## config.mk

```make
export PLATFORM = sky130hd
export DESIGN_NAME = cmp_result_tracker
export DESIGN_NICKNAME = d
export VERILOG_FILES = /design/src/rtl/cmp_tracker_pkg.sv /design/src/rtl/cmp_class_decode.sv /design/src/rtl/cmp_result_tracker.sv
export SDC_FILE = /design/constraint.sdc
export NUM_CORES = 1
export LEC_CHECK = 0
export BUFFER_PORTS_ARGS = -buffer_cell sky130_fd_sc_hd__buf_2
export CORE_MARGIN = 1
export CORE_UTILIZATION = 50
export DETAILED_ROUTE_END_ITERATION = 7
export HOLD_SLACK_MARGIN = 0.08
export PLACE_DENSITY = 0.72
export SLEW_MARGIN = 30
export SYNTH_ARGS = -nofsm -noshare
export SYNTH_HDL_FRONTEND = slang
export SYNTH_SLANG_ARGS = --single-unit
```

## constraint.sdc

```tcl
create_clock -name clk -period 5.85 [get_ports clk]
set_input_delay 0.2925 -clock clk [delete_from_list [all_inputs] [get_ports clk]]
set_output_delay 0.2925 -clock clk [all_outputs]
set_load 0.01 [all_outputs]
```

## src/rtl/cmp_tracker_pkg.sv

```systemverilog
// Shared types and sample classification for the comparator result tracker.
package cmp_tracker_pkg;

   typedef enum logic [2:0] {
      CLS_NONE,
      CLS_EQ,
      CLS_GT,
      CLS_LT,
      CLS_ERR
   } cls_e;

   typedef enum logic {
      ST_ACCUM,
      ST_REPORT
   } state_e;

   // Exactly one flag high is a legal comparator result; anything else is ERR.
   function automatic cls_e classify(input logic eq, input logic gt, input logic lt);
      cls_e c;
      case ({eq, gt, lt})
         3'b100:  c = CLS_EQ;
         3'b010:  c = CLS_GT;
         3'b001:  c = CLS_LT;
         default: c = CLS_ERR;
      endcase
      return c;
   endfunction

endpackage

```

## src/rtl/cmp_class_decode.sv

```systemverilog
// Combinational one-hot check of comparator flags; reusable by other
// comparator-side monitors.
module cmp_class_decode
   import cmp_tracker_pkg::*;
(
   input  logic eq,
   input  logic gt,
   input  logic lt,
   output cls_e cls
);

   always_comb cls = classify(eq, gt, lt);

endmodule

```

## src/rtl/cmp_result_tracker.sv

```systemverilog
// Windowed tally of comparator results with a registered valid/ready report.
// Optional streak detector enabled by defining CMP_RESULT_TRACKER_STREAK_EN.
module cmp_result_tracker
   import cmp_tracker_pkg::*;
#(
   parameter int WINDOW     = 8,
   parameter int CNT_W      = 4,
   parameter int STREAK_LEN = 3
) (
   input  logic             clk,
   input  logic             rst,
   input  logic             in_valid,
   output logic             in_ready,
   input  logic             eq,
   input  logic             gt,
   input  logic             lt,
   input  logic             flush,
   output logic             out_valid,
   input  logic             out_ready,
   output logic [CNT_W-1:0] out_eq_cnt,
   output logic [CNT_W-1:0] out_gt_cnt,
   output logic [CNT_W-1:0] out_lt_cnt,
   output logic [CNT_W-1:0] out_err_cnt,
   output logic [CNT_W-1:0] out_total,
   output logic             streak_alarm
);

   localparam logic [CNT_W-1:0] WIN = CNT_W'(WINDOW);

   state_e           state;
   cls_e             cls;
   logic             accept;
   logic             close_win;
   logic [CNT_W-1:0] eq_cnt, gt_cnt, lt_cnt, err_cnt, total;
   logic [CNT_W-1:0] eq_nxt, gt_nxt, lt_nxt, err_nxt, total_nxt;

   cmp_class_decode u_decode (
      .eq  (eq),
      .gt  (gt),
      .lt  (lt),
      .cls (cls)
   );

   always_comb begin
      in_ready  = (state == ST_ACCUM) && !rst;
      accept    = in_valid && in_ready;
      eq_nxt    = eq_cnt  + CNT_W'(accept && (cls == CLS_EQ));
      gt_nxt    = gt_cnt  + CNT_W'(accept && (cls == CLS_GT));
      lt_nxt    = lt_cnt  + CNT_W'(accept && (cls == CLS_LT));
      err_nxt   = err_cnt + CNT_W'(accept && (cls == CLS_ERR));
      total_nxt = total   + CNT_W'(accept);
      // An idle flush on an empty window is dropped rather than reporting zeros.
      close_win = (accept && (total_nxt == WIN)) ||
                  (flush && ((total != '0) || accept));
   end

   always_ff @(posedge clk) begin
      if (rst) begin
         state       <= ST_ACCUM;
         eq_cnt      <= '0;
         gt_cnt      <= '0;
         lt_cnt      <= '0;
         err_cnt     <= '0;
         total       <= '0;
         out_valid   <= 1'b0;
         out_eq_cnt  <= '0;
         out_gt_cnt  <= '0;
         out_lt_cnt  <= '0;
         out_err_cnt <= '0;
         out_total   <= '0;
      end else begin
         case (state)
            ST_ACCUM: begin
               eq_cnt  <= eq_nxt;
               gt_cnt  <= gt_nxt;
               lt_cnt  <= lt_nxt;
               err_cnt <= err_nxt;
               total   <= total_nxt;
               if (close_win) begin
                  state       <= ST_REPORT;
                  out_valid   <= 1'b1;
                  out_eq_cnt  <= eq_nxt;
                  out_gt_cnt  <= gt_nxt;
                  out_lt_cnt  <= lt_nxt;
                  out_err_cnt <= err_nxt;
                  out_total   <= total_nxt;
               end
            end
            ST_REPORT: begin
               if (out_valid && out_ready) begin
                  state     <= ST_ACCUM;
                  out_valid <= 1'b0;
                  eq_cnt    <= '0;
                  gt_cnt    <= '0;
                  lt_cnt    <= '0;
                  err_cnt   <= '0;
                  total     <= '0;
               end
            end
            default: state <= ST_ACCUM;
         endcase
      end
   end

`ifdef CMP_RESULT_TRACKER_STREAK_EN
   localparam int unsigned    SW         = $clog2(STREAK_LEN + 1);
   localparam logic [SW-1:0]  STREAK_MAX = SW'(STREAK_LEN);

   cls_e          last_cls;
   logic [SW-1:0] streak;
   logic [SW-1:0] streak_nxt;

   // Streak survives window boundaries; only ERR, a class change or reset clear it.
   always_comb begin
      streak_nxt = streak;
      if (accept) begin
         if (cls == CLS_ERR)
            streak_nxt = '0;
         else if (cls == last_cls)
            streak_nxt = (streak == STREAK_MAX) ? streak : streak + 1'b1;
         else
            streak_nxt = SW'(1);
      end
   end

   always_ff @(posedge clk) begin
      if (rst) begin
         last_cls     <= CLS_NONE;
         streak       <= '0;
         streak_alarm <= 1'b0;
      end else if (accept) begin
         last_cls     <= (cls == CLS_ERR) ? CLS_NONE : cls;
         streak       <= streak_nxt;
         streak_alarm <= (streak_nxt == STREAK_MAX);
      end
   end
`else
   always_comb streak_alarm = 1'b0;
`endif

endmodule
```

==> impl_results.md, run 1 <==
- Worst Max-Slew Pin Slew: 0.806 ns
- Area grow syn2layout: 10.8%
- Top-area cell type share of the netlist area: 0.418
- Hold Startpoint: out_ready
- Routed Antenna Nets: 0
- Overall routing resource usage: 0.191
- Crit start category: flop
- Syn nets: 227
- Clock Path Buffers: 2
- Vias in the first global route: 1,327
- Drt wl/cell: 13.1 um
- Grt met3 use: 0.0417
- Status: completed
- Most used flip-flop cell after synthesis: dfxtp_1
- Post-synthesis mux area share: 0.111
- CP arrival: 3.46 ns
- Setup WS post-layout: 2.58 ns
- Compound-Gate Fraction of Synth Area: 0.118
- Reg2reg path depth: 9
- Final wirelength: 3670 um
- Postcts setup bufs: 0
- Initial antenna violation count: 0
- Grt ovf: 0
- Antenna diodes: 0
- Largest family of logic cells by synthesized area: simple AND/OR/NAND/NOR gates
- Final Max Slew Viols: 0
- Final Hold Fails: 0
- Initial Utilization: 0.533
- Clock Latency Late Sink: 0.29 ns
- Final design utilization: 0.591
- Clk_skew: 0.00605 ns
- H-tree depth: 2
- Via count: 1,491
- TNS Setup: 0 ns
- Fin crit period: 3.27 ns
- Hold Crit Class: input pin to flop
- Mapped cell area: 2010 um2
- RD Place Congestion: 0.892
- Sequential cell area fraction in the yosys report: 0.418
- CTS Hold Buffers Added: 0
- Drt via density: 5.33
- IR drop worst, VDD: 0.169 mV
- Crit Reg-Reg Startpoint: state
- First-pass GRT wire length: 6100 um
- CP max FO: 21
- Chip width: 65.4 um
- Relative slew margins: 0.460
- Max-cap violations: 0
- Final Setup Violations: 0
- CORE AREA: 3770 um2
- Io pins: 31
- Post-CTS resize count: 0
- Unrepaired setup endpoints after global routing: no
- Pwr dens: 239 nW/um2
- Pre-CTS setup slack: 2.40 ns
- Worst hold stages: 4
- Reg2reg end: out_gt_cnt[2]
- Synthesis-stage register bit count: 42
- Synth area leader: dfxtp_1
- Hpwl dp: 2500 um
- Largest net degree at the start of global routing: 55
- Root buf cell: clkbuf_8
- Highest clock rate: 0.305 GHz
- Port-buffer cells: 29
- Drt first pass iters: 4
- Count of different cell masters after synthesis: 32
- Leak: 1.03 nW
- Clock transition at path regs: 0.08 ns
- Number of synthesized flops with an enable pin: 0
- Busiest grt layer: met2
- Residual DRC count: 0
- GRT met2 Usage: 0.293
- Initial drt markers: 65
- Met1 Resource Use GR: 0.250
- Req. time, crit path: 6.04 ns
- Final #Nets: 250
- Post-Syn Instances: 209
- Simple-Gate Fraction of Synth Area: 0.200
- Die height: 65.4 um
- Synth Area in XOR/XNOR: 0.0479
- CTS tree: done
- Syn Area/Cell: 9.62 um2
- Category of the most critical setup path: flop to flop
- Layout cells sized above 1: 0.207
- Area contributors post-synth: dfxtp_1, nand2b_1, ha_1
- Adder-cell area share of the yosys netlist: 0.0622
- Worst setup EP type: flop
- Cell Rows: 22
- Clk sink count: 42
- WHS Endpoint: out_valid
- Reg2reg setup slack: 2.58 ns
- Die area: 4280 um2
- CTS Buf Count: 5
- Post-synth ARST share: 0
- Part of the cycle the worst path needs: 0.560
- Synth Warn #: 0
[layout make-up]
cell class              count  area [um2]
well taps                  48        60.1
clock inverters             2        10.0
multi-input cells         151        1090
fillers                   359        1540
inverters                   2        7.51
flip-flops and latches     42         841
clock buffers               5        68.8
repair buffers             30         153
[per-layer routing]
layer  vias to the layer above  wire [um]
li1                        753          -
met1                       690       1820
met2                        40       1600
met3                         8        182
met4                         0         74
met5                         -          0
[how the worst max path moves through the flow]
| stage | start | to | cells past startpoint |
|---|---|---|---|
| after floorplan | rst | out_eq_cnt[2] | 10 |
| after global placement | rst | out_lt_cnt[2] | 10 |
| after detailed placement | rst | out_gt_cnt[2] | 10 |
| after CTS | state | out_gt_cnt[2] | 9 |
| after global routing | state | out_lt_cnt[2] | 9 |
| final | state | out_gt_cnt[2] | 9 |
[kinds of logic (layout without fill, tap and decap cells)]
kind of cell               Yosys count  count (layout)
buffers and inverters               16              39
muxes                               19              19
adders and majority gates           10              10
and+or+nand+nor                     77              77
xor gates and xnor gates            11              11
DFF                                 42              42
AOI/OAI and AO/OA                   33              33
other                                1               1
[power breakdown]
group          switching, mW  total (mW)  internal [mW]
logic                 0.0344      0.0607         0.0263
clock network         0.0931       0.173         0.0801
registers            0.00740       0.299          0.292
total                  0.135       0.533          0.398
[per-stage QoR]
stage / power, mW / cell area [um2] / hold WS [ns] / instances
6_report: 0.533 / 2230 / 0.291 / 280
5_1_grt: 0.559 / 2230 / 0.298 / 280
4_1_cts: 0.538 / 2230 / 0.286 / 280
3_5_place_dp: 0.366 / 2150 / 0.434 / 273
3_3_place_gp: 0.366 / 2150 / 0.442 / 273
2_1_floorplan: 0.352 / 2010 / 0.449 / 209
[critical path, cell delays in order, from the launching register on]
cell,delay [ns]
dfxtp_1,0.76
or3b_1,0.33
inv_1,0.07
ha_1,0.19
ha_1,0.22
xor2_1,0.19
or4_4,0.15
a2bb2oi_2,0.51
buf_4,0.37
mux2_2,0.36
[sequential cells by signal, summed over array words and instances (netlist names)]
name and count:
err_cnt 4, state 1, lt_cnt 4, out_total 4, gt_cnt 4, total 4, out_gt_cnt 4, out_lt_cnt 4
out_err_cnt 4, out_eq_cnt 4, eq_cnt 4, out_valid 1
[cells in the mapped netlist (all sizes together) (4+ instances only)]
cell     instances
nand3            5
nand2b          22
nor2b            8
mux2             8
xnor2            4
nand2            9
clkbuf           9
dfxtp           42
a22o            10
nor2            26
buf              5
a2bb2oi          6
o21ai            7
mux2i           11
a21oi            8
xor2             7
ha              10
[placed cells by master, fill, tap and decap left out, types with 3 or more instances in the layout]
master     instances
dfxtp_1           42
buf_2             29
nor2_1            26
nand2b_1          22
mux2i_1           11
a22o_1            10
ha_1              10
nand2_1            9
nor2b_1            8
a21oi_1            8
xor2_1             7
o21ai_0            7
mux2_4             6
nand3_1            5
a2bb2oi_1          5
clkbuf_8           5
xnor2_1            4
nor4b_1            3
No activity file was read; power rests on OpenSTA's default activity.
==> run 2: changes to the inputs <==
==> constraint.sdc (replaced) <==
create_clock -name clk -period 3.4 [get_ports clk]
set_input_delay 0.17 -clock clk [delete_from_list [all_inputs] [get_ports clk]]
set_output_delay 0.17 -clock clk [all_outputs]
set_load 0.01 [all_outputs]
==> run 2 against run 1 <==
Net effect: worst setup slack got worse by 2.1 ns; sequential power up 70%; via count unchanged; register-to-register slack worse by 2.1 ns; cell count is 0.71% higher; worst hold slack got worse by 0.11 ns; sequential share of layout area decreased by 0.25 points; final area grew 0.67%; total power is 71% higher; clock skew decreased by 0.00077 ns; largest cell class unchanged.
==> impl_results.md, run 2 (same netlist as run 1, synthesis figures left out) <==
- Relative slew margins: 0.498
- CTS Hold Buffers Added: 0
- Met3 wire length: 200 um
- IR drop worst, VDD: 0.248 mV
- Layout cells sized above 1: 0.214
- Worst hold stages: 4
- Most common library cell in the layout ignoring fill and taps: dfxtp_1
- Final design utilization: 0.595
- Part of the cycle the worst path needs: 0.874
- Setup WS post-layout: 0.429 ns
- Antenna diodes: 0
- Worst Max-Slew Pin Slew: 0.752 ns
- Port-buffer cells: 29
- Pre-CTS setup slack: 0.405 ns
- DR top layer: met4
- Clk sink count: 42
- Overall routing resource usage: 0.186
- Drt via density: 5.29
- Clk_skew: 0.00528 ns
- Tot Pwr: 0.913 mW
- Final #Nets: 252
- Reg2reg setup slack: 0.43 ns
- Crit start category: flop
- CTS tree: done
- Crit path buffers/inverters: 2
- Unrepaired setup endpoints after global routing: no
- Cell area after layout: 2240 um2
- CP top delay family: simple AND/OR/NAND/NOR gates
- Initial antenna violation count: 0
- Status: completed
- Clock transition at path regs: 0.07 ns
- Worst hold margin: 0.179 ns
- CP arrival: 3.15 ns
- Worst setup EP type: flop
- Area grow syn2layout: 11.6%
- Via count: 1,491
- Drt wl/cell: 12.3 um
- Hpwl dp: 2500 um
- Clock share of power: 0.322
- Cell Int Power: 0.687 mW
- Root buf cell: clkbuf_8
- Grt ovf: 0
- TNS Setup: 0 ns
- CP max FO: 12
- DP Area: 2160 um2
- Die height: 65.4 um
- Pwr dens: 407 nW/um2
- Category of the most critical setup path: flop to flop
- Fin crit period: 2.97 ns
- Req. time, crit path: 3.58 ns
- Met1 WL: 1740 um
- Post-CTS resize count: 0
- CTS Buf Count: 5
- RD Place Congestion: 0.746
- Final Hold Fails: 0
- Met2 wire length: 1460 um
- Switching Share: 0.248
- Routed Antenna Nets: 0
- Fillers: 330
- Die area: 4280 um2
- Residual DRC count: 0
- Initial Utilization: 0.533
- Placed Cells: 275
- Reg2reg end: out_gt_cnt[2]
- Final Max Slew Viols: 0
- Clock Path Buffers: 2
- H-tree depth: 2
- Postcts setup bufs: 0
- First-pass GRT wire length: 6030 um
- CORE AREA: 3770 um2
- Crit Reg-Reg Startpoint: state
- Largest net degree at the start of global routing: 54
- Slowest stage delay, CP: 0.58 ns
- Reg2reg path depth: 9
- CP Cell Sequence: or3b_1, inv_1, ha_1, ha_1, xor2_1, or4_4, a2bb2oi_2, buf_4, mux2_2
- Combinational share of power: 0.122
- Drt first pass iters: 4
- P_sw: 0.226 mW
- Register Area: 841 um2
- Final Setup Violations: 0
- Cell Rows: 22
- Max-cap violations: 0
- Multi-input combinational cell area: 1090 um2
- Initial drt markers: 68
- CP most frequent cell: ha_1
- WHS Endpoint: out_valid
- Highest clock rate: 0.337 GHz
- Io pins: 31
- Hold Crit Class: input pin to flop
- Commonest non-fill, non-tap cells in the layout: dfxtp_1, buf_2, nor2_1
- Part of the power in registers: 0.557
- Hold Startpoint: out_ready
- Final wirelength: 3460 um
- Chip width: 65.4 um
- Vias in the first global route: 1,305
- Final std cells w/o fill: 282
- Clock Latency Late Sink: 0.28 ns
- Leak: 1.04 nW
- Slowest stage cell, crit path: a2bb2oi_2
## run 2: cell count changes in the layout (fill, tap and decap cells not counted)
cell	before	now
buf_4	1	3
## run 2: layout make-up
| type | count | share of cell area |
|---|---|---|
| clock buffer | 5 | 0.0307 |
| inverter | 2 | 0.00335 |
| sequential | 42 | 0.375 |
| multi-input combinational | 151 | 0.485 |
| clock inverter | 2 | 0.00446 |
| tap | 48 | 0.0268 |
| timing repair buffer | 32 | 0.0747 |
## run 2: layer usage
metal,track usage,vias to the layer above
li1,-,761
met1,0.262,675
met2,0.267,51
met3,0.0417,4
met4,0.0842,0
met5,0,-
## run 2: worst max-delay path by stage
stage / startpoint / to / cells after the start
6_report: state / out_gt_cnt[2] / 9
5_1_grt: state / out_gt_cnt[2] / 9
3_5_place_dp: rst / out_gt_cnt[2] / 10
4_1_cts: state / out_gt_cnt[2] / 9
2_1_floorplan: rst / out_eq_cnt[2] / 10
3_3_place_gp: rst / out_lt_cnt[2] / 10
## run 2: power groups by stage
stage,clock network (mW),logic [mW],registers [mW]
2_1_floorplan,0,0.0858,0.521
3_3_place_gp,0,0.112,0.519
3_5_place_dp,0,0.111,0.519
4_1_cts,0.307,0.112,0.508
5_1_grt,0.332,0.123,0.509
6_report,0.294,0.111,0.508
## run 2: worst reg2reg max path, stage by stage, from the launching register on
cell and delay, ns:
dfxtp_1 0.32, or3b_1 0.46, inv_1 0.09, ha_1 0.16, ha_1 0.20, xor2_1 0.19
or4_4 0.15, a2bb2oi_2 0.58, buf_4 0.35, mux2_2 0.36
